`src/rtl/card_dealer_if.sv`:
```
// Card dealer bus: shuffler load port, deal request/response and status.
// master = stimulus / host side, slave = card_dealer.
interface card_dealer_if;
    logic       new_deck;
    logic       load_valid;
    logic [5:0] load_card;
    logic       deal_req;
    logic       deck_ready;
    logic       deal_valid;
    logic [5:0] deal_card;
    logic [3:0] deal_rank;
    logic [1:0] deal_suit;
    logic [3:0] deal_points;
    logic [5:0] cards_left;
    logic       need_shuffle;
    logic       deal_empty;
    logic       load_error;

    modport master (
        output new_deck, load_valid, load_card, deal_req,
        input  deck_ready, deal_valid, deal_card, deal_rank, deal_suit,
               deal_points, cards_left, need_shuffle, deal_empty, load_error
    );

    modport slave (
        input  new_deck, load_valid, load_card, deal_req,
        output deck_ready, deal_valid, deal_card, deal_rank, deal_suit,
               deal_points, cards_left, need_shuffle, deal_empty, load_error
    );
endinterface

```
`src/rtl/card_dealer.sv`:
```
// Card dealer: stores a shuffled deck loaded card by card, then deals it
// back in load order with rank/suit/blackjack-points decode.
// Optional macro DEALER_DUP_CHECK_EN rejects out-of-range and duplicate
// cards during load and raises a sticky load_error.
module card_dealer #(
    parameter int DECK_SIZE    = 52,
    parameter int RESHUFFLE_AT = 15
) (
    input  logic          clk,
    input  logic          rst_n,
    card_dealer_if.slave  bus
);
    localparam int PTR_W = $clog2(DECK_SIZE);
    localparam int CNT_W = $clog2(DECK_SIZE + 1);

    localparam logic [1:0] ST_LOAD  = 2'd0;
    localparam logic [1:0] ST_DEAL  = 2'd1;
    localparam logic [1:0] ST_EMPTY = 2'd2;

    localparam logic [PTR_W-1:0] LAST_IDX   = PTR_W'(DECK_SIZE - 1);
    localparam logic [CNT_W-1:0] FULL_COUNT = CNT_W'(DECK_SIZE);
    localparam logic [CNT_W-1:0] SHUF_LEVEL = CNT_W'(RESHUFFLE_AT);

    logic [1:0]       state;
    logic [PTR_W-1:0] wr_ptr;
    logic [PTR_W-1:0] rd_ptr;
    logic [CNT_W-1:0] cards_left;
    logic [5:0]       mem [DECK_SIZE];

    logic       deal_valid;
    logic       deal_empty;
    logic [5:0] deal_card;
    logic [3:0] deal_rank;
    logic [1:0] deal_suit;
    logic [3:0] deal_points;
    logic       load_error;
    logic       card_bad;
    logic       load_accept;

    // Rank 1..13 from card code (ace = 1).
    function automatic logic [3:0] card_rank(input logic [5:0] code);
        logic [5:0] r;
        r = code % 6'd13;
        return r[3:0] + 4'd1;
    endfunction

    // Suit 0..3 from card code.
    function automatic logic [1:0] card_suit(input logic [5:0] code);
        logic [5:0] q;
        q = code / 6'd13;
        return q[1:0];
    endfunction

    // Blackjack points: face cards count 10, ace counts 1.
    function automatic logic [3:0] card_points(input logic [3:0] rank);
        return (rank > 4'd10) ? 4'd10 : rank;
    endfunction

`ifdef DEALER_DUP_CHECK_EN
    logic [DECK_SIZE-1:0] seen;
    logic                 card_dup;
    logic                 card_range_bad;

    // Look the incoming code up in the set of cards already accepted.
    always_comb begin
        card_dup = 1'b0;
        for (int i = 0; i < DECK_SIZE; i++) begin
            if (seen[i] && (bus.load_card == 6'(i))) begin
                card_dup = 1'b1;
            end
        end
    end

    assign card_range_bad = (bus.load_card > 6'd51) || (int'(bus.load_card) >= DECK_SIZE);
    assign card_bad       = card_range_bad || card_dup;

    // Track accepted cards; cleared whenever a new deck starts.
    always_ff @(posedge clk or negedge rst_n) begin
        if (!rst_n) begin
            seen <= '0;
        end else if (bus.new_deck) begin
            seen <= '0;
        end else if (load_accept) begin
            for (int i = 0; i < DECK_SIZE; i++) begin
                if (bus.load_card == 6'(i)) begin
                    seen[i] <= 1'b1;
                end
            end
        end
    end

    // Sticky rejection flag, cleared only by a new deck or reset.
    always_ff @(posedge clk or negedge rst_n) begin
        if (!rst_n) begin
            load_error <= 1'b0;
        end else if (bus.new_deck) begin
            load_error <= 1'b0;
        end else if ((state == ST_LOAD) && bus.load_valid && card_bad) begin
            load_error <= 1'b1;
        end
    end
`else
    assign card_bad   = 1'b0;
    assign load_error = 1'b0;
`endif

    assign load_accept = (state == ST_LOAD) && bus.load_valid && !card_bad && !bus.new_deck;

    // Deck storage; contents are don't-care until rewritten by the next load.
    always_ff @(posedge clk) begin
        if (load_accept) begin
            mem[wr_ptr] <= bus.load_card;
        end
    end

    // Control FSM, pointers, count and the registered deal outputs.
    always_ff @(posedge clk or negedge rst_n) begin
        if (!rst_n) begin
            state       <= ST_LOAD;
            wr_ptr      <= '0;
            rd_ptr      <= '0;
            cards_left  <= '0;
            deal_valid  <= 1'b0;
            deal_empty  <= 1'b0;
            deal_card   <= '0;
            deal_rank   <= '0;
            deal_suit   <= '0;
            deal_points <= '0;
        end else begin
            deal_valid <= 1'b0;
            deal_empty <= 1'b0;
            if (bus.new_deck) begin
                state      <= ST_LOAD;
                wr_ptr     <= '0;
                rd_ptr     <= '0;
                cards_left <= '0;
            end else begin
                case (state)
                    ST_LOAD: begin
                        if (load_accept) begin
                            if (wr_ptr == LAST_IDX) begin
                                state      <= ST_DEAL;
                                cards_left <= FULL_COUNT;
                                rd_ptr     <= '0;
                                wr_ptr     <= '0;
                            end else begin
                                wr_ptr <= wr_ptr + PTR_W'(1);
                            end
                        end
                    end
                    ST_DEAL: begin
                        if (bus.deal_req) begin
                            deal_valid  <= 1'b1;
                            deal_card   <= mem[rd_ptr];
                            deal_rank   <= card_rank(mem[rd_ptr]);
                            deal_suit   <= card_suit(mem[rd_ptr]);
                            deal_points <= card_points(card_rank(mem[rd_ptr]));
                            rd_ptr      <= rd_ptr + PTR_W'(1);
                            cards_left  <= cards_left - CNT_W'(1);
                            if (cards_left == CNT_W'(1)) begin
                                state <= ST_EMPTY;
                            end
                        end
                    end
                    ST_EMPTY: begin
                        if (bus.deal_req) begin
                            deal_empty <= 1'b1;
                        end
                    end
                    default: begin
                        state <= ST_LOAD;
                    end
                endcase
            end
        end
    end

    assign bus.deck_ready   = (state == ST_DEAL);
    assign bus.need_shuffle = (state == ST_EMPTY) ||
                              ((state == ST_DEAL) && (cards_left <= SHUF_LEVEL));
    assign bus.cards_left   = 6'(cards_left);
    assign bus.deal_valid   = deal_valid;
    assign bus.deal_empty   = deal_empty;
    assign bus.deal_card    = deal_card;
    assign bus.deal_rank    = deal_rank;
    assign bus.deal_suit    = deal_suit;
    assign bus.deal_points  = deal_points;
    assign bus.load_error   = load_error;
endmodule

```
`src/flat_wrapper.sv`:
```
// flat-port wrapper written by rule: the top's interface ports become plain ports
module card_dealer_flat 
#(
    parameter int DECK_SIZE    = 52,
    parameter int RESHUFFLE_AT = 15
)
  (clk, rst_n, bus_new_deck, bus_load_valid, bus_load_card, bus_deal_req, bus_deck_ready, bus_deal_valid, bus_deal_card, bus_deal_rank, bus_deal_suit, bus_deal_points, bus_cards_left, bus_need_shuffle, bus_deal_empty, bus_load_error);
  card_dealer_if bus_i ();
  input  logic clk;
  input  logic rst_n;
  input wire logic [$bits(bus_i.new_deck)-1:0] bus_new_deck;
  input wire logic [$bits(bus_i.load_valid)-1:0] bus_load_valid;
  input wire logic [$bits(bus_i.load_card)-1:0] bus_load_card;
  input wire logic [$bits(bus_i.deal_req)-1:0] bus_deal_req;
  output wire logic [$bits(bus_i.deck_ready)-1:0] bus_deck_ready;
  output wire logic [$bits(bus_i.deal_valid)-1:0] bus_deal_valid;
  output wire logic [$bits(bus_i.deal_card)-1:0] bus_deal_card;
  output wire logic [$bits(bus_i.deal_rank)-1:0] bus_deal_rank;
  output wire logic [$bits(bus_i.deal_suit)-1:0] bus_deal_suit;
  output wire logic [$bits(bus_i.deal_points)-1:0] bus_deal_points;
  output wire logic [$bits(bus_i.cards_left)-1:0] bus_cards_left;
  output wire logic [$bits(bus_i.need_shuffle)-1:0] bus_need_shuffle;
  output wire logic [$bits(bus_i.deal_empty)-1:0] bus_deal_empty;
  output wire logic [$bits(bus_i.load_error)-1:0] bus_load_error;
  assign bus_i.new_deck = bus_new_deck;
  assign bus_i.load_valid = bus_load_valid;
  assign bus_i.load_card = bus_load_card;
  assign bus_i.deal_req = bus_deal_req;
  assign bus_deck_ready = bus_i.deck_ready;
  assign bus_deal_valid = bus_i.deal_valid;
  assign bus_deal_card = bus_i.deal_card;
  assign bus_deal_rank = bus_i.deal_rank;
  assign bus_deal_suit = bus_i.deal_suit;
  assign bus_deal_points = bus_i.deal_points;
  assign bus_cards_left = bus_i.cards_left;
  assign bus_need_shuffle = bus_i.need_shuffle;
  assign bus_deal_empty = bus_i.deal_empty;
  assign bus_load_error = bus_i.load_error;
  card_dealer #(.DECK_SIZE(DECK_SIZE), .RESHUFFLE_AT(RESHUFFLE_AT)) u_core (.clk(clk), .rst_n(rst_n), .bus(bus_i));
endmodule
```
`config.mk`:
```
export PLATFORM = sky130hd
export DESIGN_NAME = card_dealer_flat
export DESIGN_NICKNAME = d
export VERILOG_FILES = /design/src/rtl/card_dealer_if.sv /design/src/rtl/card_dealer.sv /design/src/flat_wrapper.sv
export SDC_FILE = /design/constraint.sdc
export NUM_CORES = 1
export LEC_CHECK = 0
export ABC_AREA = 1
export CAP_MARGIN = 10
export CORE_ASPECT_RATIO = 1.25
export CORE_MARGIN = 4
export CORE_UTILIZATION = 62
export DETAILED_ROUTE_END_ITERATION = 8
export PLACE_DENSITY_LB_ADDON = 0.1
export REMOVE_ABC_BUFFERS = 1
export SLEW_MARGIN = 5
export SYNTH_ARGS = -nofsm -noshare
export SYNTH_HDL_FRONTEND = slang
export SYNTH_SLANG_ARGS = --single-unit
export TNS_END_PERCENT = 50
```
`constraint.sdc`:
```
create_clock -name clk -period 5.7 [get_ports clk]
set_clock_uncertainty 0.2 [all_clocks]
set_input_delay 0.57 -clock clk [delete_from_list [all_inputs] [get_ports clk]]
set_output_delay 0.57 -clock clk [all_outputs]
set_load 0.005 [all_outputs]
```
==> results of run 1 <==
==> final cells by class <==
cell class / count / area [sq um] / share of cell area, %
sequential: 350 / 10300 / 60.8
multi-input combinational: 909 / 4150 / 24.4
clock buffer: 41 / 898 / 5.29
timing repair buffer: 63 / 672 / 3.96
tap: 325 / 407 / 2.39
inverter: 75 / 298 / 1.75
clock inverter: 19 / 228 / 1.34
timing repair inverter: 1 / 8.76 / 0.0516
==> report_power, final <==
part	internal (mW)	switching [mW]	leakage [nW]	total [mW]
clock network	1.36	0.921	0.545	2.28
logic	1.10	2.10	2.47	3.20
registers	2.90	0.0812	3.29	2.98
total	5.35	3.10	6.31	8.46
==> state kept, by name, summed over array words and instances (netlist names) <==
| register | count |
|---|---|
| u_core.wr_ptr | 6 |
| u_core.bus.deal_valid | 1 |
| u_core.state | 2 |
| u_core.bus.deal_points | 4 |
| u_core.rd_ptr | 6 |
| u_core.bus.deal_rank | 4 |
| u_core.bus.deal_card | 6 |
| u_core.bus.deal_suit | 2 |
| u_core.bus.cards_left | 6 |
| u_core.bus.deal_empty | 1 |
| u_core.mem | 312 |
==> stage by stage <==
step	setup TNS (ns)	total power [mW]	util, %	hold WS, ns
final	0	8.46	71.1	0.277
after detailed placement	0	6.12	65.8	0.266
after floorplan	-14.78	5.16	-	0.0744
after global placement	0	6.08	65.8	0.253
after CTS	0	8.39	70.5	0.282
after global routing	0	9.03	71.1	0.307
==> routing by layer <==
| layer | vias to the layer above | track usage, % | part of all wire, % | routed length [microns] |
|---|---|---|---|---|
| met5 | - | 0 | 0 | 0 |
| met4 | 0 | 11.0 | 4.1 | 1480 |
| met3 | 84 | 3.88 | 7.0 | 2530 |
| met2 | 454 | 45.1 | 50 | 17900 |
| met1 | 5051 | 34.9 | 39 | 14000 |
| li1 | 4910 | - | - | - |
==> worst reg2reg max path, delay by kind of cell, from the launching register on <==
family / cells / cell delay, ns
adders and majority gates: 3 / 0.60
AOI/OAI and AO/OA: 3 / 0.48
DFF: 1 / 0.52
and+or+nand+nor: 23 / 2.75
buffers and inverters: 5 / 0.64
==> synth_stat cells, types with 10 or more instances <==
master and number:
nand3_1 136, a21oi_1 24, ha_1 11, clkbuf_1 15, buf_2 29, o21ai_1 42
o21ai_0 81, o211ai_1 11, dfrtp_1 38, edfxtp_1 312, nor2_1 229, nand4_1 10
buf_4 13, buf_6 10, o22ai_1 16, nand2_1 303, inv_1 65
==> what timing repair did <==
item                                    4_1_cts  5_1_grt
hold endpoints to repair                      9        0
endpoints found under the setup margin        0        3
resized for setup                             0       10
hold buffers                                  1        0
setup buffers                                 0        4
==> final timing paths <==
path                                                     start                                     to  slack, ns  cells past startpoint
max reg2reg                       u_core.rd_ptr[0]$_DFFE_PN0P_  u_core.bus.deal_points[2]$_DFFE_PN0P_       0.38                     34
max in group asynchronous                                rst_n           u_core.rd_ptr[0]$_DFFE_PN0P_       4.18                      2
min                        u_core.bus.deal_rank[3]$_DFFE_PN0P_    u_core.bus.deal_rank[3]$_DFFE_PN0P_       0.28                      2
max                               u_core.rd_ptr[0]$_DFFE_PN0P_  u_core.bus.deal_points[2]$_DFFE_PN0P_       0.38                     34
min in group asynchronous                                rst_n           u_core.rd_ptr[0]$_DFFE_PN0P_       0.51                      2
min reg2reg                u_core.bus.deal_rank[3]$_DFFE_PN0P_    u_core.bus.deal_rank[3]$_DFFE_PN0P_       0.28                      2
==> logic make-up (layout without fill, tap and decap cells) <==
group	after synthesis	count (layout)	share of synthesized area, %
AO/OA/AOI/OAI	185	185	6.62
AND/OR/NAND/NOR	707	707	19.5
flip-flops	350	350	68.1
other	1	1	0.0247
buffers and inverters	142	199	4.61
adder cells (fa/ha/maj)	11	11	0.908
XOR/XNOR	5	5	0.289
==> flow_metrics.py, run 1 <==
metrics = {
    "outcome": {
        "status": "finished clean",
    },
    "floorplanning": {
        "fp.dieW_microns": 148,
        "die_area_sq_mm": 0.0270,
        "start_util_pct": 63.5,
        "core_sq_mm": 0.0239,
        "fp.dieH_microns": 183,
        "num_rows": 63,
        "pin_count": 38,
    },
    "critical_path": {
        "crit_buf_inv": 5,
        "crit_arrival_ns": 5.50,
        "critical_path_class": "reg -> reg",
        "critPathMaxStageDelay_ns": 0.52,
        "endpoint_kind": "flip-flop",
        "crit_path_frequent_cell": "nand2_1",
        "start_kind": "flip-flop",
        "cp_top_family": "simple AND/OR/NAND/NOR gates",
        "worstPathRequired_ns": 5.88,
        "cp_max_fo": 25,
        "cpMaxStageDelayCell": "dfrtp_4",
    },
    "finish": {
        "area_growth_pct": 12.1,
        "finalInstanceArea_sq_mm": 0.0170,
        "antenna_cells": 0,
        "fin_cells": 1783,
        "drive_above_1_share_pct": 7.54,
        "nets": 1457,
        "mostFrequentLayoutCells": "edfxtp_1, nand2_1, nor2_1, nand3_1, o21ai_0",
        "mostFrequentLayoutCell": "edfxtp_1",
        "fillers": 1742,
    },
    "route": {
        "vias": 10499,
        "avgRoutedWirePerCell_microns": 20.2,
        "drt-total-wl_microns": 36000,
        "ant_nets": 0,
        "drc": 0,
        "vias_per_cell": 5.89,
        "drt_iter0_drc": 954,
        "firstDrtPassIters": 5,
    },
    "synth": {
        "synth_seq_cells": 350,
        "synth_top_area_share_pct": 61.8,
        "syn_inst": 1401,
        "synth_largest_area_cell": "edfxtp_1",
        "syn_area_per_cell_sq_um": 10.8,
        "synth_async_sr_flop_share_pct": 10.9,
        "synth_edf_count": 312,
        "ys.flop_type": "edfxtp_1",
        "ys_top_cells_by_area": "edfxtp_1, nand2_1, dfrtp_1",
        "synth_cell_types": 39,
        "synth_seq_area_share_pct": 68.1,
        "yosysWarnings": 0,
        "syn-cell-area_sq_mm": 0.0152,
    },
    "sta": {
        "tightest_slew_ns": 1.11,
        "post-route-period-util_pct": 93.3,
        "drv_slew": 0,
        "hold_violations": 0,
        "slew_headroom_pct": 26.3,
        "finalSetupViolations": 0,
        "finalCriticalPeriod_ns": 5.32,
        "max_freq_mhz": 188,
        "rsz0062_at_grt": "false",
        "fin_ws_ns": 0.381,
    },
    "clock_network": {
        "clk_path_buf_depth": 3,
        "clock-sinks": 350,
        "clkTransAtPathRegs_ns": 0.06,
        "clk_latency_ns": 0.52,
        "h-tree-depth": 2,
        "cts_root_buffer": "clkbuf_16",
        "numCtsBuffers": 35,
        "cts_tree": "built",
    },
    "run": {
        "maxCapViolCount": 0,
    },
    "global_routing": {
        "grt_remaining_overflow": 0,
        "grt_util_all_layers_pct": 26.6,
        "grt_antenna_before_repair": 0,
        "grt_max_degree": 93,
        "grt_pass1_wl_microns": 55900,
        "grt_pass1_vias": 10296,
    },
    "pwr": {
        "peakVddDrop_mv": 0.383,
        "p_per_area_mw_per_mm2": 498,
        "power_leakage_nw": 6.31,
    },
    "worst_hold_path": {
        "min_path_type": "reg -> reg",
    },
    "place": {
        "dp_slack_ns": 0.441,
        "io_buffers": 36,
        "dpl_cell_area_sq_mm": 0.0157,
        "hpwl_microns": 21900,
        "gp_congestion": 0.949,
        "place_inst": 1715,
    },
}
No activity file was read; power rests on OpenSTA's default activity.
==> inputs of run 2 (changes only) <==
==> constraint.sdc (replaced) <==
create_clock -name clk -period 5.7 [get_ports clk]
set_clock_uncertainty 0.2 [all_clocks]
set_input_delay 1.14 -clock clk [delete_from_list [all_inputs] [get_ports clk]]
set_output_delay 1.14 -clock clk [all_outputs]
set_load 0.005 [all_outputs]
==> flow_metrics.py, run 2 (synthesis results as in run 1) <==
metrics = {
    "critical_path": {
        "cp_max_fo": 25,
        "crit_arrival_ns": 5.45,
        "worstPathRequired_ns": 5.88,
        "cp_top_family": "simple AND/OR/NAND/NOR gates",
        "crit_buf_inv": 5,
        "critical_path_class": "reg -> reg",
        "crit_path_frequent_cell": "nand2_1",
        "critPathMaxStageDelay_ns": 0.52,
        "cpMaxStageDelayCell": "dfrtp_4",
        "endpoint_kind": "flip-flop",
        "start_kind": "flip-flop",
    },
    "clock_network": {
        "clk_path_buf_depth": 3,
        "clk_latency_ns": 0.51,
        "postCtsHoldBufs": 0,
        "clock-sinks": 350,
        "numCtsBuffers": 35,
        "cts_root_buffer": "clkbuf_16",
        "cts_tree": "built",
        "clkTransAtPathRegs_ns": 0.06,
        "h-tree-depth": 2,
    },
    "global_routing": {
        "grt_antenna_before_repair": 0,
        "grt_remaining_overflow": 0,
        "grt_pass1_vias": 10290,
        "grt_util_all_layers_pct": 26.6,
        "grt_max_degree": 93,
        "grt_pass1_wl_microns": 55900,
    },
    "sta": {
        "post-route-period-util_pct": 92.5,
        "max_freq_mhz": 190,
        "finalCriticalPeriod_ns": 5.27,
        "finalSetupViolations": 0,
        "fin_ws_ns": 0.429,
        "rsz0062_at_grt": "false",
        "drv_slew": 0,
        "slew_headroom_pct": 25.8,
        "tightest_slew_ns": 1.11,
        "hold_violations": 0,
    },
    "floorplanning": {
        "num_rows": 63,
        "pin_count": 38,
        "die_area_sq_mm": 0.0270,
        "core_sq_mm": 0.0239,
        "fp.dieH_microns": 183,
        "start_util_pct": 63.5,
        "fp.dieW_microns": 148,
    },
    "finish": {
        "area_growth_pct": 12.0,
        "largest_reg_flops": 312,
        "final_util_pct": 71.1,
        "fillers": 1745,
        "mostFrequentLayoutCells": "edfxtp_1, nand2_1, nor2_1, nand3_1, o21ai_0",
        "nets": 1456,
        "drive_above_1_share_pct": 7.55,
        "mostFrequentLayoutCell": "edfxtp_1",
        "regMostFlops": "u_core.mem",
        "antenna_cells": 0,
        "finalInstanceArea_sq_mm": 0.0170,
    },
    "pwr": {
        "peakVddDrop_mv": 0.383,
        "internal_power_mw": 5.35,
        "p_comb_share_pct": 37.8,
        "clockPowerShare_pct": 26.9,
        "pwr-share-seq_pct": 35.2,
        "p_per_area_mw_per_mm2": 498,
        "switchingPower_mw": 3.10,
        "power_leakage_nw": 6.30,
        "switching_share_pct": 36.7,
    },
    "route": {
        "vias_per_cell": 5.86,
        "avgRoutedWirePerCell_microns": 20.2,
        "vias": 10438,
        "firstDrtPassIters": 5,
        "drt-total-wl_microns": 35900,
        "drc": 0,
        "ant_nets": 0,
        "drt_iter0_drc": 936,
    },
    "worst_hold_path": {
        "min_path_type": "reg -> reg",
    },
    "run": {
        "maxCapViolCount": 0,
    },
    "place": {
        "dpl_cell_area_sq_mm": 0.0157,
        "hpwl_microns": 21900,
        "gp_congestion": 0.949,
        "io_buffers": 36,
        "dp_slack_ns": 0.441,
    },
    "outcome": {
        "status": "finished clean",
    },
}
[run 2: cell type report]
| type | count | area (sq um) | area share, % |
|---|---|---|---|
| multi-input cells | 909 | 4150 | 24.4 |
| well taps | 325 | 407 | 2.40 |
| clock buffers | 41 | 898 | 5.29 |
| flip-flops and latches | 350 | 10300 | 60.8 |
| repair buffers | 62 | 662 | 3.90 |
| clock inverters | 19 | 228 | 1.34 |
| repair inverters | 1 | 8.76 | 0.0516 |
| inverters | 75 | 298 | 1.75 |
[run 2: worst register-to-register path: cells and delay by family, from the launching register on]
| family | cells | cell delay (ns) |
|---|---|---|
| DFF | 1 | 0.52 |
| adders and majority gates | 3 | 0.60 |
| AOI/OAI and AO/OA | 3 | 0.47 |
| and+or+nand+nor | 23 | 2.68 |
| buffers and inverters | 5 | 0.65 |
[run 2: power by group through the flow]
| stage | combinational, mW | sequential (mW) | clock (mW) |
|---|---|---|---|
| 2_1_floorplan | 2.03 | 3.14 | 0 |
| 3_3_place_gp | 3.05 | 3.02 | 0 |
| 3_5_place_dp | 3.10 | 3.03 | 0 |
| 4_1_cts | 3.11 | 2.97 | 2.30 |
| 5_1_grt | 3.62 | 3.00 | 2.42 |
| 6_report | 3.20 | 2.98 | 2.28 |
[run 2: worst paths after layout]
path,startpoint,endpoint,slack (ns),cells past startpoint
max in group asynchronous,rst_n,u_core.rd_ptr[0]$_DFFE_PN0P_,4.14,1
setup reg to reg,u_core.rd_ptr[0]$_DFFE_PN0P_,u_core.bus.deal_points[2]$_DFFE_PN0P_,0.43,34
min in group asynchronous,rst_n,u_core.rd_ptr[0]$_DFFE_PN0P_,0.54,1
setup / recovery,u_core.rd_ptr[0]$_DFFE_PN0P_,u_core.bus.deal_points[2]$_DFFE_PN0P_,0.43,34
hold reg to reg,u_core.bus.deal_rank[2]$_DFFE_PN0P_,u_core.bus.deal_rank[2]$_DFFE_PN0P_,0.28,2
hold / removal,u_core.bus.deal_rank[2]$_DFFE_PN0P_,u_core.bus.deal_rank[2]$_DFFE_PN0P_,0.28,2
[run 2: metal layers]
| metal | vias to the layer above | GRT usage (%) | wire [microns] |
|---|---|---|---|
| li1 | 4912 | - | - |
| met1 | 5014 | 34.9 | 14000 |
| met2 | 425 | 45.1 | 18000 |
| met3 | 87 | 3.88 | 2470 |
| met4 | 0 | 11.0 | 1450 |
| met5 | - | 0 | 0 |
[run 2: timing repair]
item	CTS	global route
resized for setup	0	10
buffers inserted	0	4
endpoints found under the setup margin	0	3
[run 2: per-stage QoR]
step	total power, mW	TNS [ns]	hold WS (ns)	cells
global placement	6.08	0	0.253	1715
detailed placement	6.12	0	0.266	1715
global route	9.03	0	0.307	1782
floorplan	5.16	-14.78	0.265	1334
finish	8.45	0	0.280	1782
CTS	8.39	0	0.282	1775
